File: src/rtl/vsd_uart_pkg.sv
// Shared types and helpers for the UART transmitter: frame FSM state
// encoding and the clocks-per-bit calculation.
package vsd_uart_pkg;

  typedef enum logic [1:0] {
    IDLE  = 2'd0,
    START = 2'd1,
    DATA  = 2'd2,
    STOP  = 2'd3
  } uart_state_e;

  localparam int unsigned BITS_PER_BYTE = 8;

  // Clock cycles per serial bit; integer truncation is intentional.
  function automatic int unsigned calc_div(input int unsigned clk_hz,
                                           input int unsigned baud);
    return clk_hz / baud;
  endfunction

endpackage

File: src/rtl/vsd_sync_fifo.sv
// Single-clock byte FIFO with registered storage. Pushes into a full FIFO and
// pops from an empty one are ignored; pointers wrap modulo DEPTH.
module vsd_sync_fifo #(
  parameter int WIDTH = 8,
  parameter int DEPTH = 16
) (
  input  logic                       clk,
  input  logic                       rst,
  input  logic                       push,
  input  logic                       pop,
  input  logic [WIDTH-1:0]           din,
  output logic [WIDTH-1:0]           dout,
  output logic                       full,
  output logic                       empty,
  output logic [$clog2(DEPTH):0]     count
);

  localparam int AW = $clog2(DEPTH);
  localparam logic [AW:0]   CNT_ONE = (AW + 1)'(1);
  localparam logic [AW:0]   CNT_MAX = (AW + 1)'(DEPTH);
  localparam logic [AW-1:0] PTR_ONE = AW'(1);

  if (DEPTH < 2 || (DEPTH & (DEPTH - 1)) != 0) begin : g_bad_depth
    $error("vsd_sync_fifo: DEPTH must be a power of two and at least 2");
  end

  logic [WIDTH-1:0] mem [DEPTH];
  logic [AW-1:0]    wr_ptr;
  logic [AW-1:0]    rd_ptr;
  logic             do_push;
  logic             do_pop;

  assign full    = (count == CNT_MAX);
  assign empty   = (count == '0);
  assign do_push = push && !full;
  assign do_pop  = pop && !empty;
  assign dout    = mem[rd_ptr];

  always_ff @(posedge clk) begin
    if (do_push) begin
      mem[wr_ptr] <= din;
    end
  end

  always_ff @(posedge clk) begin
    if (rst) begin
      wr_ptr <= '0;
      rd_ptr <= '0;
      count  <= '0;
    end else begin
      if (do_push) wr_ptr <= wr_ptr + PTR_ONE;
      if (do_pop)  rd_ptr <= rd_ptr + PTR_ONE;
      case ({do_push, do_pop})
        2'b10:   count <= count + CNT_ONE;
        2'b01:   count <= count - CNT_ONE;
        default: count <= count;
      endcase
    end
  end

endmodule

File: src/rtl/vsd_uart_tx.sv
// 8N1 UART transmitter fed by a byte FIFO. Frames go out back-to-back while
// bytes are queued; writes into a full FIFO are dropped and latch overflow.
module vsd_uart_tx
  import vsd_uart_pkg::*;
#(
  parameter int unsigned CLK_FREQ_HZ = 12_000_000,
  parameter int unsigned BAUD        = 115200,
  parameter int unsigned FIFO_DEPTH  = 16
) (
  input  logic        clk,
  input  logic        rst,
  input  logic [7:0]  uart_data,
  input  logic        uart_valid,
  output logic        uart_ready,
  output logic        tx,
  output logic        busy,
  output logic        overflow,
  output uart_state_e state_dbg
);

  localparam int unsigned DIV   = calc_div(CLK_FREQ_HZ, BAUD);
  localparam int          CNT_W = $clog2(DIV) + 1;
  localparam logic [CNT_W-1:0] DIV_M1  = CNT_W'(DIV - 1);
  localparam logic [CNT_W-1:0] CNT_ONE = CNT_W'(1);
  localparam logic [2:0]       LAST_BIT = 3'(BITS_PER_BYTE - 1);

  if (DIV < 2) begin : g_bad_div
    $error("vsd_uart_tx: CLK_FREQ_HZ / BAUD must be at least 2");
  end

  // Valid/ready: a byte is taken at a clk edge where uart_valid and uart_ready
  // are both high; uart_valid with uart_ready low drops the byte and sets
  // overflow. uart_ready depends only on the registered FIFO count.
  localparam int CW = $clog2(FIFO_DEPTH) + 1;

  uart_state_e      state;
  logic [CNT_W-1:0] bit_cnt;
  logic [2:0]       bit_idx;
  logic [7:0]       shift;

  logic             fifo_push;
  logic             fifo_pop;
  logic [7:0]       fifo_dout;
  logic             fifo_full;
  logic             fifo_empty;
  logic [CW-1:0]    fifo_count;

  assign uart_ready = !fifo_full;
  assign fifo_push  = uart_valid && uart_ready && !rst;
  // A new frame is loaded either from idle or right at the end of a stop bit.
  assign fifo_pop   = !fifo_empty &&
                      ((state == IDLE) || (state == STOP && bit_cnt == '0));
  assign busy       = (state != IDLE) || (fifo_count != '0);
  assign state_dbg  = state;

  vsd_sync_fifo #(
    .WIDTH (8),
    .DEPTH (FIFO_DEPTH)
  ) u_fifo (
    .clk   (clk),
    .rst   (rst),
    .push  (fifo_push),
    .pop   (fifo_pop),
    .din   (uart_data),
    .dout  (fifo_dout),
    .full  (fifo_full),
    .empty (fifo_empty),
    .count (fifo_count)
  );

  always_ff @(posedge clk) begin
    if (rst) begin
      overflow <= 1'b0;
    end else if (uart_valid && !uart_ready) begin
      overflow <= 1'b1;
    end
  end

  always_ff @(posedge clk) begin
    if (rst) begin
      state   <= IDLE;
      tx      <= 1'b1;
      shift   <= '0;
      bit_cnt <= '0;
      bit_idx <= '0;
    end else begin
      case (state)
        IDLE: begin
          if (fifo_pop) begin
            shift   <= fifo_dout;
            bit_cnt <= DIV_M1;
            tx      <= 1'b0;
            state   <= START;
          end
        end
        START: begin
          if (bit_cnt == '0) begin
            bit_cnt <= DIV_M1;
            bit_idx <= '0;
            tx      <= shift[0];
            state   <= DATA;
          end else begin
            bit_cnt <= bit_cnt - CNT_ONE;
          end
        end
        DATA: begin
          if (bit_cnt == '0) begin
            bit_cnt <= DIV_M1;
            if (bit_idx == LAST_BIT) begin
              tx    <= 1'b1;
              state <= STOP;
            end else begin
              bit_idx <= bit_idx + 3'd1;
              shift   <= {1'b0, shift[7:1]};
              tx      <= shift[1];
            end
          end else begin
            bit_cnt <= bit_cnt - CNT_ONE;
          end
        end
        STOP: begin
          if (bit_cnt == '0) begin
            if (fifo_pop) begin
              shift   <= fifo_dout;
              bit_cnt <= DIV_M1;
              tx      <= 1'b0;
              state   <= START;
            end else begin
              state <= IDLE;
            end
          end else begin
            bit_cnt <= bit_cnt - CNT_ONE;
          end
        end
        default: begin
          state <= IDLE;
          tx    <= 1'b1;
        end
      endcase
    end
  end

endmodule

File: config.mk
export PLATFORM = sky130hd
export DESIGN_NAME = vsd_uart_tx
export DESIGN_NICKNAME = d
export VERILOG_FILES = /design/src/rtl/vsd_uart_pkg.sv /design/src/rtl/vsd_sync_fifo.sv /design/src/rtl/vsd_uart_tx.sv
export SDC_FILE = /design/constraint.sdc
export NUM_CORES = 1
export LEC_CHECK = 0
export BUFFER_PORTS_ARGS = -buffer_cell sky130_fd_sc_hd__buf_2
export CAP_MARGIN = 20
export CELL_PAD_IN_SITES_DETAIL_PLACEMENT = 1
export CELL_PAD_IN_SITES_GLOBAL_PLACEMENT = 2
export CORE_MARGIN = 10
export CORE_UTILIZATION = 41
export DETAILED_ROUTE_END_ITERATION = 10
export GPL_ROUTABILITY_DRIVEN = 1
export MAX_ROUTING_LAYER = met4
export PLACE_DENSITY = 0.72
export SETUP_SLACK_MARGIN = 0.1
export SYNTH_ARGS = -nofsm -noshare
export SYNTH_HDL_FRONTEND = slang
export SYNTH_SLANG_ARGS = --single-unit
File: constraint.sdc
create_clock -name clk -period 3.3 [get_ports clk]
set_input_delay 0 -clock clk [delete_from_list [all_inputs] [get_ports clk]]
set_output_delay 0 -clock clk [all_outputs]
set_load 0.1 [all_outputs]
=== Word-level counts from Yosys, hierarchy flattened ===
Memories as Yosys holds them, arrays and structs flattened. A register that Yosys moved wholly into a read port is not among the register bits.
Cells that the tools add are included.

* Add/sub/neg operators: 6
* Equal/unequal tests: 13
* Multiplexer cells: 31
* Reduce and logical (&&, ||, !) cells: 25

{| class="wikitable"
|+ Operator list
! operator !! count
|-
| $mux 8 || 7
|-
| $pmux 8 s3 || 2
|-
| $mux 2 || 5
|-
| $pmux 5 s2 || 1
|-
| $mux 3 || 3
|-
| $add 4x1->4 const B || 2
|-
| $logic_not 8->1 || 1
|-
| $mux 1 || 8
|-
| $mux 4 || 2
|-
| $ne 2x2->1 const B || 4
|-
| $pmux 2 s4 || 1
|-
| $reduce_and 4->1 || 2
|-
| $sub 8x1->8 const B || 1
|-
| $logic_and 1x1->1 || 7
|-
| $eq 2x2->1 const B || 3
|-
| $pmux 3 s2 || 1
|-
| $reduce_bool 2->1 || 3
|-
| $add 5x1->5 const B || 1
|-
| $eq 5x5->1 const B || 1
|-
| $logic_not 5->1 || 1
|-
| $reduce_and 5->1 || 1
|-
| $reduce_bool 5->1 || 1
|-
| $sub 5x1->5 const B || 1
|-
| $eq 2x1->1 const B || 2
|-
| other kinds (10) || 14
|}

* Register bits after elaboration: 36
* RAM bits: 128
* Output and inout port bits: 6
* Memories kept: 1

{| class="wikitable"
|+ Memories
! name !! depth !! width !! read ports !! clocked after memory_dff !! wr ports !! RTL line !! RTL
|-
| u_fifo.mem || 16 || 8 || 1 || 1 || 1 || vsd_sync_fifo.sv:27 || <nowiki>logic [WIDTH-1:0] mem [DEPTH];</nowiki>
|}

=== Logic depth before layout (Yosys ltp) ===
* Depth in word-level cells: 7
* Gate-level depth with buffers: 14
* Gate-level depth less buffers: 13

=== Modules after synthesis ===
From an unflattened synthesis, not the netlist that was laid out.

* Cell total of the unflattened synthesis: 463
* Area total of the unflattened synthesis: 7334.5 um^2

{| class="wikitable"
|+ Modules (own cells, without submodules)
! module !! instances !! cells an instance !! area an instance (um^2) !! sequential area each (um^2)
|-
| vsd_sync_fifo || 1 || 305 || 5974.5 || 4184.0
|-
| vsd_uart_tx || 1 || 158 || 1360.1 || 460.4
|}

=== Worst setup path before layout ===
Ideal clock, no wire load.

* Path kind: register to register
* Start point: register state[1], in the netlist state_dbg[1]
* End point: register u_fifo.count[4]
* Library setup time: 0.121 ns
* Data arrival time: 3.608 ns
* Required time: 3.179 ns
* Path slack: -0.429 ns
* Stages on the path, launching flop included: 14
* Path buffers: 2
* Clock period less this slack: 3.729 ns
* Cell sequence: dfxtp_1 ha_1 clkbuf_1 a31oi_1 nor2_1 ha_1 clkbuf_1 xor2_1 ha_1 a211o_1 nand2_1 nand3b_1 a31oi_1 mux2_2

* Cells in the longest elaborated chain, start to end: 7
* Elaborated cells between the ends (all ways): 10
* Those cells by class: 3 x eq/ne; 1 x mux; 6 x reduce/logical

{| class="wikitable"
|+ RTL lines
! element !! RTL line !! RTL
|-
| start: declaration || vsd_uart_tx.sv:36 || <nowiki>uart_state_e state;</nowiki>
|-
| start signal: assignment || vsd_uart_tx.sv:81 || <nowiki>state <= IDLE;</nowiki>
|-
| start signal: assignment || vsd_uart_tx.sv:93 || <nowiki>state <= START;</nowiki>
|-
| start signal: assignment || vsd_uart_tx.sv:101 || <nowiki>state <= DATA;</nowiki>
|-
| $eq 2x2->1 || vsd_uart_tx.sv:52 || <nowiki>((state == IDLE) || (state == STOP && bit_cnt == '0));</nowiki>
|-
| $logic_and 1x1->1 || vsd_uart_tx.sv:52 ||
|-
| $logic_or 1x1->1 (*) || vsd_uart_tx.sv:52 ||
|-
| $logic_and 1x1->1 (*) || vsd_uart_tx.sv:51 || <nowiki>assign fifo_pop = !fifo_empty &&</nowiki>
|-
| $logic_and 1x1->1 (*) || vsd_sync_fifo.sv:36 || <nowiki>assign do_pop = pop && !empty;</nowiki>
|-
| net u_fifo.do_pop || vsd_sync_fifo.sv:31 || <nowiki>logic do_pop;</nowiki>
|-
| $eq 2x1->1 / $eq 2x2->1 (equally long branches) || vsd_sync_fifo.sv:53 || <nowiki>case ({do_push, do_pop})</nowiki>
|-
| $pmux 5 s2 / $reduce_bool 2->1 (equally long branches) || - ||
|-
| end signal: assignment || vsd_sync_fifo.sv:54 || <nowiki>2'b10: count <= count + CNT_ONE;</nowiki>
|-
| end signal: assignment || vsd_sync_fifo.sv:55 || <nowiki>2'b01: count <= count - CNT_ONE;</nowiki>
|-
| end signal: assignment || vsd_sync_fifo.sv:56 || <nowiki>default: count <= count;</nowiki>
|-
| end: declaration || vsd_sync_fifo.sv:15 || <nowiki>output logic [$clog2(DEPTH):0] count</nowiki>
|}

Mark *: on every way through the listed nets, which the timed path passes. The rest lies on a longest branch.
A chain may end at the register's enable or synchronous reset.

=== Final worst setup path ===
* Start point: register bit_cnt[0]
* End point: register u_fifo.count[4]

* Cells in the longest elaborated chain, start to end: 7
* Elaborated cells between the ends (all ways): 9
* Those cells by class: 2 x eq/ne; 1 x mux; 6 x reduce/logical

{| class="wikitable"
|+ RTL lines
! element !! RTL line !! RTL
|-
| start: declaration || vsd_uart_tx.sv:37 || <nowiki>logic [CNT_W-1:0] bit_cnt;</nowiki>
|-
| start signal: assignment || vsd_uart_tx.sv:103 || <nowiki>bit_cnt <= bit_cnt - CNT_ONE;</nowiki>
|-
| start signal: assignment || vsd_uart_tx.sv:118 || <nowiki>bit_cnt <= bit_cnt - CNT_ONE;</nowiki>
|-
| start signal: assignment || vsd_uart_tx.sv:132 || <nowiki>bit_cnt <= bit_cnt - CNT_ONE;</nowiki>
|-
| $logic_not 8->1 (*) || vsd_uart_tx.sv:52 ||
|-
| $logic_and 1x1->1 (*) || vsd_uart_tx.sv:52 ||
|-
| $logic_or 1x1->1 (*) || vsd_uart_tx.sv:52 ||
|-
| $logic_and 1x1->1 (*) || vsd_uart_tx.sv:51 ||
|-
| $logic_and 1x1->1 (*) || vsd_sync_fifo.sv:36 ||
|-
| net u_fifo.do_pop || vsd_sync_fifo.sv:31 ||
|-
| $eq 2x1->1 / $eq 2x2->1 (equally long branches) || vsd_sync_fifo.sv:53 ||
|-
| $pmux 5 s2 / $reduce_bool 2->1 (equally long branches) || - ||
|}

Marked as above.

==> summary.txt <==
Worst setup path
  – CP Class: flop to flop
  – R2R depth: 13
  – CP required: 3.62 ns
  – Startpoint Class: flop
  – Crit path max fanout: 10
  – Crit path DAT: around 3.3 ns
  – Critical path capture point type: flop

Final layout
  – Ant diodes: 0
  – Nets@finish: between 500 and 600
  – Layout cells sized above 1: between 20% and 30%
  – Layout fillers: about 1,700
  – Final Util: around half
  – Area added between synthesis and finish: 15.6%
  – Layout Cells excl Fill: around 790
  – Post-route cell area: roughly 8400 um2

Pwr
  – Max VDD drop: approximately 0.48 mV
  – Power density over the cells: between 800 and 900 nW/um2
  – Leak: between 2 and 3 nW

Floorplan
  – Core Box Area: roughly 17,000 um2
  – Rows: 48
  – Full die area: 23,400 um2
  – Die H: 153 um
  – Initial Util: between 40% and 50%
  – DIE WIDTH: between 150 and 200 um
  – # IOs: 17

Clock tree
  – Clk Latency, worst-skew pair: 0.44 ns
  – TritonCTS Buffers: 17
  – CTS tree: yes
  – Clk buf depth: 2
  – Clk sinks: between 150 and 200
  – Post-CTS Setup Inserts: 0
  – Clock transition at path regs: about 0.07 ns
  – H-tree levels: 4
  – CTS Root Cell: clkbuf_16

Synthesis
  – Post-synthesis async set-or-reset flop share: 0%
  – Ys flop type: edfxtp_1
  – Post-synthesis register bit count: roughly 170
  – EDFF count, synth: ~130
  – Yosys warns: 0
  – Syn Nets: 538
  – Syn Area/Cell: 14.3 um2
  – Post-Syn Area: approximately 7200 um2
  – Sequential share of the synthesized area: 64.1%
  – Unique masters post-synth: 53
  – Post-synthesis cell count: around 510

GRT
  – Number of global-route vias before repair: about 4,600
  – Pin count of the biggest net entering global routing: 37
  – Gr usage total: ~15%
  – First-pass GRT wire length: 26,500 um
  – Initial antenna violation count: 0
  – GR Overflow Total: 0

Placement
  – Post-DP HPWL: between 10,000 and 15,000 um
  – Placed cell area: about 7700 um2
  – Inst Count DP: approximately 750
  – Port bufs: 16
  – Final Wtd Congestion: about 0.81

Routing
  – Routed WL per cell: roughly 21 um
  – First-pass detailed-route iteration total: 5
  – Vias: between 4,000 and 5,000
  – DRT antenna net count: 0
  – Vias per inst: ~5.5
  – Initial DRC count: approximately 310
  – Final Routed Wirelength: 16,600 um
  – DRC Markers: 0

Outcome
  – Status: completed

STA
  – Slew HR: between 40 and 50%
  – Fin. Hold Viols: 0
  – Post-route clock period utilization: between 80% and 90%
  – Clock period minus worst slack: approximately 2.9 ns
  – Max Freq: 341 MHz
  – Fin Clk Skew: 0.0110 ns
  – Setup TNS: 0 ns
  – Max Slew Vio Count: 0
  – Hold slack: 0.0978 ns
  – Setup repair after global routing missed its margin: false
  – Worst-Margin Slew: 0.778 ns
  – Final setup viols: 0

Worst hold path
  – Worst hold path type: input pin to flop
  – Cell count of the worst hold path: 3

Run
  – Maxcap violations: 0
==> placed cells by master, fill, tap and decap left out, types with 7 or more instances in the layout <==
| cell type | netlist | routed |
|---|---|---|
| edfxtp_1 | 128 | 128 |
| nor2_1 | 50 | 49 |
| dfxtp_1 | 40 | 37 |
| mux2i_1 | 29 | 29 |
| buf_4 | 6 | 24 |
| nand2_1 | 23 | 23 |
| mux4_2 | 20 | 20 |
| a21oi_1 | 19 | 19 |
| ha_1 | 19 | 18 |
| clkbuf_16 | 0 | 17 |
| a22oi_1 | 16 | 16 |
| buf_2 | 5 | 16 |
| inv_1 | 12 | 12 |
| o21ai_0 | 12 | 12 |
| a211oi_1 | 10 | 10 |
| nor3_1 | 10 | 10 |
| dlygate4sd3_1 | 0 | 9 |
| xor2_1 | 7 | 7 |
| mux2_2 | 7 | 7 |
==> sequential cells by signal (all words and copies together), names as in the netlist, named ones only <==
signal / cells
u_fifo.mem: 128
bit_cnt: 8
shift: 8
u_fifo.count: 5
u_fifo.rd_ptr: 4
u_fifo.wr_ptr: 4
bit_idx: 3
state_dbg: 2
overflow: 1
tx: 1
==> per-layer routing <==
metal / GRT usage (%) / vias to the layer above / share of wire [%]
li1: - / 2029 / -
met1: 17.9 / 2209 / 44
met2: 24.4 / 73 / 50
met3: 3.03 / 14 / 3.8
met4: 6.13 / 0 / 1.6
met5: - / - / 0
==> worst paths after layout <==
path	startpoint	endpoint	slack, ns
max reg2reg	bit_cnt[0]$_SDFF_PP0_	u_fifo.count[4]$_SDFFE_PP0P_	0.37
min	rst	u_fifo.count[1]$_SDFFE_PP0P_	0.1
max	bit_cnt[0]$_SDFF_PP0_	u_fifo.count[4]$_SDFFE_PP0P_	0.37
min reg2reg	shift[0]$_SDFFE_PP0P_	shift[0]$_SDFFE_PP0P_	0.46
==> Yosys cell counts, types with 7 or more instances <==
library cell	number	area share [%]
edfxtp_1	128	53
nor2_1	50	2.6
dfxtp_1	40	11
mux2i_1	29	4.0
nand2_1	23	1.2
mux4_2	20	6.2
a21oi_1	19	1.3
ha_1	19	3.3
a22oi_1	16	1.7
clkbuf_1	15	0.78
inv_1	12	0.62
o21ai_0	12	0.83
a211oi_1	10	1.0
nor3_1	10	0.69
mux2_2	7	1.1
xor2_1	7	0.85
==> through the flow <==
stage	total power, mW	setup slack [ns]
after floorplan	4.22	0.110
after global placement	4.71	0.326
after detailed placement	4.78	0.241
after CTS	6.88	0.215
after global routing	7.21	0.143
final	6.81	0.371
==> what timing repair did <==
| action | in CTS | in global routing |
|---|---|---|
| gates resized for setup | 0 | 2 |
| hold buffers | 9 | 0 |
| hold endpoints to repair | 129 | 0 |
| endpoints found under the setup margin | 0 | 1 |
==> report_power, final <==
part | switching, mW | internal [mW] | leakage, nW
clock network | 0.924 | 1.15 | 0.291
registers | 0.183 | 2.42 | 1.48
logic | 1.28 | 0.855 | 1.08
==> logic make-up (layout without fill, tap and decap cells) <==
logic type | count (synthesis) | after routing | share of synthesized area, %
AND/OR/NAND/NOR | 124 | 124 | 8.67
flip-flops | 168 | 168 | 64.1
XOR/XNOR | 10 | 10 | 1.21
AO/OA/AOI/OAI | 90 | 90 | 8.74
adder cells (fa/ha/maj) | 19 | 19 | 3.28
buffers and inverters | 41 | 94 | 2.63
multiplexers | 56 | 56 | 11.3
==> final cells by class <==
cell class	count	area, um2	share of cell area (%)
Clock buffer	17	425	5.08
Clock inverter	15	185	2.21
Inverter	12	45.0	0.538
Multi-Input combinational cell	299	2410	28.8
Sequential cell	168	4650	55.6
Tap cell	225	282	3.36
Timing Repair Buffer	50	370	4.42
==> worst max-delay path: stages, from the launching register on <==
cell and delay (ns):
dfxtp_1 0.36, inv_1 0.08, ha_1 0.22, nor3b_2 0.17, a31oi_1 0.29, nor2_2 0.11
ha_2 0.27, xor2_1 0.16, ha_1 0.22, a211o_1 0.27, nand2_1 0.08, nand3b_1 0.08
a31oi_1 0.16, mux2_2 0.35
No activity file was read; power rests on OpenSTA's default activity.
